File: src/rtl/link_pkg.sv
// Shared types and defaults for the off-chip link transmit path.
package link_pkg;

  localparam int unsigned LINK_DATA_W  = 64;
  localparam int unsigned LINK_CREDITS = 8;
  localparam int unsigned LINK_CW      = 4;

  typedef logic [LINK_DATA_W-1:0] link_word_t;
  typedef logic [LINK_CW-1:0]     credit_t;

  // Output holding register occupancy.
  typedef enum logic {StEmpty, StFull} out_state_e;

endpackage

File: src/rtl/link_tx_scheduler_if.sv
// Requester-side and link-side signals of the transmit scheduler.
interface link_tx_scheduler_if #(
  parameter int unsigned NUM_REQ = 4,
  parameter int unsigned DATA_W  = 64,
  parameter int unsigned CW      = 4,
  parameter int unsigned IDW     = $clog2(NUM_REQ)
);
  logic [NUM_REQ-1:0]        req_valid;
  logic [NUM_REQ*DATA_W-1:0] req_data;
  logic [NUM_REQ-1:0]        req_ready;
  logic                      link_valid;
  logic [DATA_W-1:0]         link_data;
  logic [IDW-1:0]            link_src;
  logic                      link_ready;
  logic                      token_in;
  logic [CW-1:0]             credits;
  logic                      credit_err;

  // Scheduler side.
  modport master (
    input  req_valid, req_data, link_ready, token_in,
    output req_ready, link_valid, link_data, link_src, credits, credit_err
  );

  // Requesters, serializer and credit return.
  modport slave (
    output req_valid, req_data, link_ready, token_in,
    input  req_ready, link_valid, link_data, link_src, credits, credit_err
  );
endinterface

File: src/rtl/rr_arbiter.sv
// Combinational round-robin selector: first set request at or above ptr, wrapping.
module rr_arbiter #(
  parameter int unsigned N  = 4,
  parameter int unsigned IW = $clog2(N)
) (
  input  logic [N-1:0]  req,
  input  logic [IW-1:0] ptr,
  input  logic          en,
  output logic [N-1:0]  gnt,
  output logic [IW-1:0] gnt_idx
);

  logic        found;
  int unsigned idx;

  always_comb begin
    gnt     = '0;
    gnt_idx = '0;
    found   = 1'b0;
    idx     = 0;
    for (int unsigned i = 0; i < N; i++) begin
      idx = (int'(ptr) + i) % N;
      if (!found && req[idx]) begin
        found   = 1'b1;
        gnt_idx = IW'(idx);
      end
    end
    if (en && found) gnt[gnt_idx] = 1'b1;
  end

endmodule

File: src/rtl/link_tx_scheduler.sv
// Round-robin, credit-flow-controlled scheduler feeding one link word register
// toward the serializer.
module link_tx_scheduler
  import link_pkg::*;
#(
  parameter int unsigned NUM_REQ = 4,
  parameter int unsigned DATA_W  = LINK_DATA_W,
  parameter int unsigned CREDITS = LINK_CREDITS,
  parameter int unsigned CW      = LINK_CW,
  parameter int unsigned IDW     = $clog2(NUM_REQ)
) (
  input  logic                 clk,
  input  logic                 rst,
  input  logic                 enable,
  link_tx_scheduler_if.master  bus
);

  out_state_e        state_q;
  logic [DATA_W-1:0] data_q;
  logic [IDW-1:0]    src_q;
  logic [IDW-1:0]    ptr_q;
  logic [CW-1:0]     credits_q, credits_d;
  logic              err_q;
  logic              token_q;

  logic              link_valid;
  logic              drain, slot_free, arb_en, grant, ret, ovf;
  logic [NUM_REQ-1:0] gnt;
  logic [IDW-1:0]    win_idx, ptr_next;
  logic [DATA_W-1:0] win_data;

  assign link_valid = (state_q == StFull);
  assign drain      = link_valid && bus.link_ready;
  assign slot_free  = !link_valid || drain;
  // Gating with rst keeps req_ready low throughout reset.
  assign arb_en     = rst && enable && slot_free && (credits_q != '0);
  assign grant      = |gnt;
  assign ret        = bus.token_in ^ token_q;

  rr_arbiter #(
    .N  (NUM_REQ),
    .IW (IDW)
  ) u_arb (
    .req     (bus.req_valid),
    .ptr     (ptr_q),
    .en      (arb_en),
    .gnt     (gnt),
    .gnt_idx (win_idx)
  );

  assign win_data = bus.req_data[int'(win_idx)*DATA_W +: DATA_W];
  assign ptr_next = (win_idx == IDW'(NUM_REQ - 1)) ? '0 : win_idx + 1'b1;

  // Credit consumed at grant; a return in the same cycle cancels it.
  always_comb begin
    credits_d = credits_q;
    ovf       = 1'b0;
    case ({grant, ret})
      2'b10:   credits_d = credits_q - 1'b1;
      2'b01: begin
        if (credits_q == CW'(CREDITS)) ovf = 1'b1;
        else                           credits_d = credits_q + 1'b1;
      end
      default: credits_d = credits_q;
    endcase
  end

  always_ff @(posedge clk or negedge rst) begin
    if (!rst) begin
      state_q   <= StEmpty;
      data_q    <= '0;
      src_q     <= '0;
      ptr_q     <= '0;
      credits_q <= CW'(CREDITS);
      err_q     <= 1'b0;
      token_q   <= 1'b0;
    end else begin
      token_q   <= bus.token_in;
      credits_q <= credits_d;
      if (ovf) err_q <= 1'b1;
      if (grant) ptr_q <= ptr_next;
      unique case (state_q)
        StEmpty: begin
          if (grant) begin
            state_q <= StFull;
            data_q  <= win_data;
            src_q   <= win_idx;
          end
        end
        StFull: begin
          if (grant) begin
            data_q <= win_data;
            src_q  <= win_idx;
          end else if (drain) begin
            state_q <= StEmpty;
          end
        end
        default: state_q <= StEmpty;
      endcase
    end
  end

  assign bus.req_ready  = gnt;
  assign bus.link_valid = link_valid;
  assign bus.link_data  = data_q;
  assign bus.link_src   = src_q;
  assign bus.credits    = credits_q;
  assign bus.credit_err = err_q;

endmodule

File: src/flat_wrapper.sv
// flat-port wrapper written by rule: the top's interface ports become plain ports
module link_tx_scheduler_flat import link_pkg::*;
#(
  parameter int unsigned NUM_REQ = 4,
  parameter int unsigned DATA_W  = LINK_DATA_W,
  parameter int unsigned CREDITS = LINK_CREDITS,
  parameter int unsigned CW      = LINK_CW,
  parameter int unsigned IDW     = $clog2(NUM_REQ)
)
  (clk, rst, enable, bus_req_valid, bus_req_data, bus_link_ready, bus_token_in, bus_req_ready, bus_link_valid, bus_link_data, bus_link_src, bus_credits, bus_credit_err);
  link_tx_scheduler_if #(.NUM_REQ(NUM_REQ), .DATA_W(DATA_W), .CW(CW), .IDW(IDW)) bus_i ();
  input  logic clk;
  input  logic rst;
  input  logic enable;
  input wire logic [$bits(bus_i.req_valid)-1:0] bus_req_valid;
  input wire logic [$bits(bus_i.req_data)-1:0] bus_req_data;
  input wire logic [$bits(bus_i.link_ready)-1:0] bus_link_ready;
  input wire logic [$bits(bus_i.token_in)-1:0] bus_token_in;
  output wire logic [$bits(bus_i.req_ready)-1:0] bus_req_ready;
  output wire logic [$bits(bus_i.link_valid)-1:0] bus_link_valid;
  output wire logic [$bits(bus_i.link_data)-1:0] bus_link_data;
  output wire logic [$bits(bus_i.link_src)-1:0] bus_link_src;
  output wire logic [$bits(bus_i.credits)-1:0] bus_credits;
  output wire logic [$bits(bus_i.credit_err)-1:0] bus_credit_err;
  assign bus_i.req_valid = bus_req_valid;
  assign bus_i.req_data = bus_req_data;
  assign bus_i.link_ready = bus_link_ready;
  assign bus_i.token_in = bus_token_in;
  assign bus_req_ready = bus_i.req_ready;
  assign bus_link_valid = bus_i.link_valid;
  assign bus_link_data = bus_i.link_data;
  assign bus_link_src = bus_i.link_src;
  assign bus_credits = bus_i.credits;
  assign bus_credit_err = bus_i.credit_err;
  link_tx_scheduler #(.NUM_REQ(NUM_REQ), .DATA_W(DATA_W), .CREDITS(CREDITS), .CW(CW), .IDW(IDW)) u_core (.clk(clk), .rst(rst), .enable(enable), .bus(bus_i));
endmodule
File: config.mk
export PLATFORM = sky130hd
export DESIGN_NAME = link_tx_scheduler_flat
export DESIGN_NICKNAME = d
export VERILOG_FILES = /design/src/rtl/link_pkg.sv /design/src/rtl/link_tx_scheduler_if.sv /design/src/rtl/rr_arbiter.sv /design/src/rtl/link_tx_scheduler.sv /design/src/flat_wrapper.sv
export SDC_FILE = /design/constraint.sdc
export NUM_CORES = 1
export LEC_CHECK = 0
export BUFFER_PORTS_ARGS = -buffer_cell sky130_fd_sc_hd__buf_2
export CORE_AREA = 2 2 133 135
export DETAILED_ROUTE_END_ITERATION = 7
export DIE_AREA = 0 0 135 137
export PLACE_DENSITY = 0.73
export SLEW_MARGIN = 30
export SYNTH_ARGS = -nofsm -noshare
export SYNTH_HDL_FRONTEND = slang
export SYNTH_SLANG_ARGS = --single-unit
File: constraint.sdc
create_clock -name clk -period 7.35 [get_ports clk]
set_input_delay 0 -clock clk [delete_from_list [all_inputs] [get_ports clk]]
set_output_delay 0 -clock clk [all_outputs]
set_load 0.03 [all_outputs]
==> results.cfg <==
[status]
status = finished clean

[die]
die_w_um = 135
coreArea_mm2 = 0.01706
die_h_um = 137
die-area_mm2 = 0.01850
initial_core_util = 0.3117
rows = 48
io_pins = 341

[global_routing]
grt_pass1_wl_um = 27310
antenna_found_initial = 0
grt_max_degree = 78
grt_pass1_vias = 5484
gr-total-overflow = 0
grt_usage = 0.1872

[finish]
drive_gt1_frac = 0.4961
syn2layout_area_growth_pct = 40.03
mostFrequentLayoutCell = buf_2
num_antenna_cells = 0
layout_common_cells = 339 x buf_2, 131 x nand2_1, 74 x dfrtp_1
layout.cells.non_filler = 1114
post-route-util = 0.4365
fin_nets = 1153

[sta]
clock_skew_ns = 0.009165
max_slew.worst_pin.slew_ns = 0.7790
rsz0062_at_grt = no
finalSetupViolations = 0
finalCritPeriodShare = 0.5388
slew_viol_final = 0
tns_ns = 0
hold_viol_final = 0
post-route-min-period_ns = 3.960
relSlewSlack = 0.4806
fmaxAchievable_mhz = 252.5

[power_and_ir_drop]
power_mw = 3.251
p_leak_nw = 3.831
p_per_area_mw_per_mm2 = 436.7
vdd_drop_max_mv = 0.1725

[drt]
finalWirelength_um = 18010
via_per_inst = 5.109
drc_errors = 0
dr.pass1.iters = 4
final_antenna_net_count = 0
wire_per_inst_um = 16.16
vias = 5691
drt-initial-drc-count = 351

[yosys]
yosys_warnings = 0
synthSimpleGateAreaFrac = 0.1930
ys_seq_area_frac = 0.3533
synth_cell_type_count = 43
synth.cell_area_mm2 = 0.005316
synth_area_per_cell_um2 = 9.182
ys.flop_type = dfrtp_1
synth_top_family_by_area = simple AND/OR/NAND/NOR gates
synth_compound_area_frac = 0.1913
synthAdderAreaFrac = 0.01083
synthCells = 579
muxShareOfSynthArea = 0.1852
synth-edff-count = 0
synth_nets = 848
async_flop_share = 1.000
synth_xor_area_frac = 0.004942
ys_ff_latch = 75

[critical_path]
startpoint_type = flip-flop
crit_path_frequent_cell = buf_4
crit_path_top_delay_cell = buf_4
cp_max_fo = 65
critPathTopFamily = buffers and inverters
arrival_ns = 4.18
critPathCaptureType = flip-flop
crit_chain = nand2b_1 -> a21o_4 -> nand2_4 -> inv_2 -> ha_1 -> a2111oi_2 -> o22ai_4 -> buf_4 -> buf_4 -> mux2_2
worstPathRequired_ns = 7.57
critPathBufInv = 3
critPathKind = reg2reg
cp_slowest_stage_delay_ns = 0.63

[clock_tree]
cts_buffers = 9
cts_tree = built
ctsResizeCount = 0
insertion_delay_ns = 0.34
clk_pin_slew_ns = 0.06
cts.path.max_buffers = 2
root_buffer = clkbuf_16
cts-htree-levels = 3
clock_sinks = 75

[placement]
gp_congestion = 0.8603
port_buffers = 340
place_inst = 1095
dp_hpwl_um = 13030

[worst_hold_path]
worstHoldPathType = in2reg

[flow_run]
cap_violations = 0
-- Yosys cell counts, types with 3 or more instances --
| master | n | area, µm² |
|---|---|---|
| buf_2 | 28 | 140.1 |
| dfrtp_1 | 74 | 1852 |
| a211oi_1 | 64 | 480.5 |
| nand2b_1 | 4 | 25.02 |
| mux2_2 | 11 | 123.9 |
| o21ai_0 | 3 | 15.01 |
| nand2_1 | 132 | 495.5 |
| nor2_1 | 5 | 18.77 |
| clkbuf_1 | 19 | 71.32 |
| ha_1 | 3 | 37.54 |
| a31oi_1 | 64 | 400.4 |
| a21oi_1 | 3 | 15.01 |
| buf_6 | 7 | 78.83 |
| inv_1 | 5 | 18.77 |
| and3_1 | 64 | 400.4 |
| mux2_4 | 56 | 840.8 |
-- layer usage --
layer,wire length (µm),global-route usage
met5,0,0
met4,390,0.07350
met3,1414,0.03963
met2,8916,0.3299
met1,7286,0.2230
-- worst paths after layout --
kind / startpoint / endpoint / slack (ns) / cells past startpoint
max in group asynchronous: rst / u_core.bus.credits[3] / 6.26 / 3
hold / removal: bus_req_data[51] / u_core.bus.link_data[51] / 0.1 / 4
min in group asynchronous: rst / u_core.bus.link_data[29] / 0.18 / 2
setup reg to reg: u_core.ptr_q[0] / u_core.bus.link_data[45] / 3.39 / 10
setup / recovery: u_core.ptr_q[0] / u_core.bus.link_data[45] / 3.39 / 10
hold reg to reg: u_core.bus.credit_err / u_core.bus.credit_err / 0.48 / 1
-- final cells by class --
type	instances	area [µm²]
sequential	75	1878
clock inverter	6	88.84
fill	1703	9612
inverter	6	22.52
clock buffer	10	239.0
timing repair buffer	351	1794
multi-input combinational	441	3141
tap	225	281.5
-- worst reg2reg max path, delay by kind of cell, from the launching register on --
| family | cells | cell delay (ns) |
|---|---|---|
| buf+inv | 3 | 1.38 |
| compound gates | 3 | 0.74 |
| simple gates | 2 | 0.68 |
| flops | 1 | 0.43 |
| mux | 1 | 0.42 |
| fa+ha+maj | 1 | 0.19 |
-- logic make-up (layout without fill, tap and decap cells) --
family                   after synthesis  count (layout)
XOR/XNOR                               3               3
AND/OR/NAND/NOR                      219             219
adder cells (fa/ha/maj)                4               4
multiplexers                          69              69
flip-flops                            75              75
AO/OA/AOI/OAI                        146             146
buffers and inverters                 63             373
-- timing repair --
item                       in CTS  in global routing
setup buffers                   0                  0
hold endpoints to repair       38                  0
setup endpoints to repair       0                  0
hold buffers                    3                  0
-- report_power, final --
part / switching, mW / internal (mW)
Combinational: 1.20 / 0.802
Clock: 0.174 / 0.306
Sequential: 0.138 / 0.631
-- state kept, by name (all words and copies together), names as in the netlist --
| name | count |
|---|---|
| u_core.bus.link_valid | 1 |
| u_core.bus.link_src | 2 |
| u_core.bus.link_data | 64 |
| u_core.bus.credit_err | 1 |
| u_core.ptr_q | 2 |
| u_core.bus.credits | 4 |
| u_core.token_q | 1 |
-- through the flow --
step	hold WS, ns	instance area (µm²)	setup WS (ns)
final	0.09778	7445	3.390
after global routing	0.09578	7445	3.125
after CTS	0.07948	7438	2.974
after detailed placement	0.006310	7081	2.987
after global placement	-0.0001238	7081	3.102
after floorplan	-0.2956	5316	4.054
No activity file was read; power rests on OpenSTA's default activity.
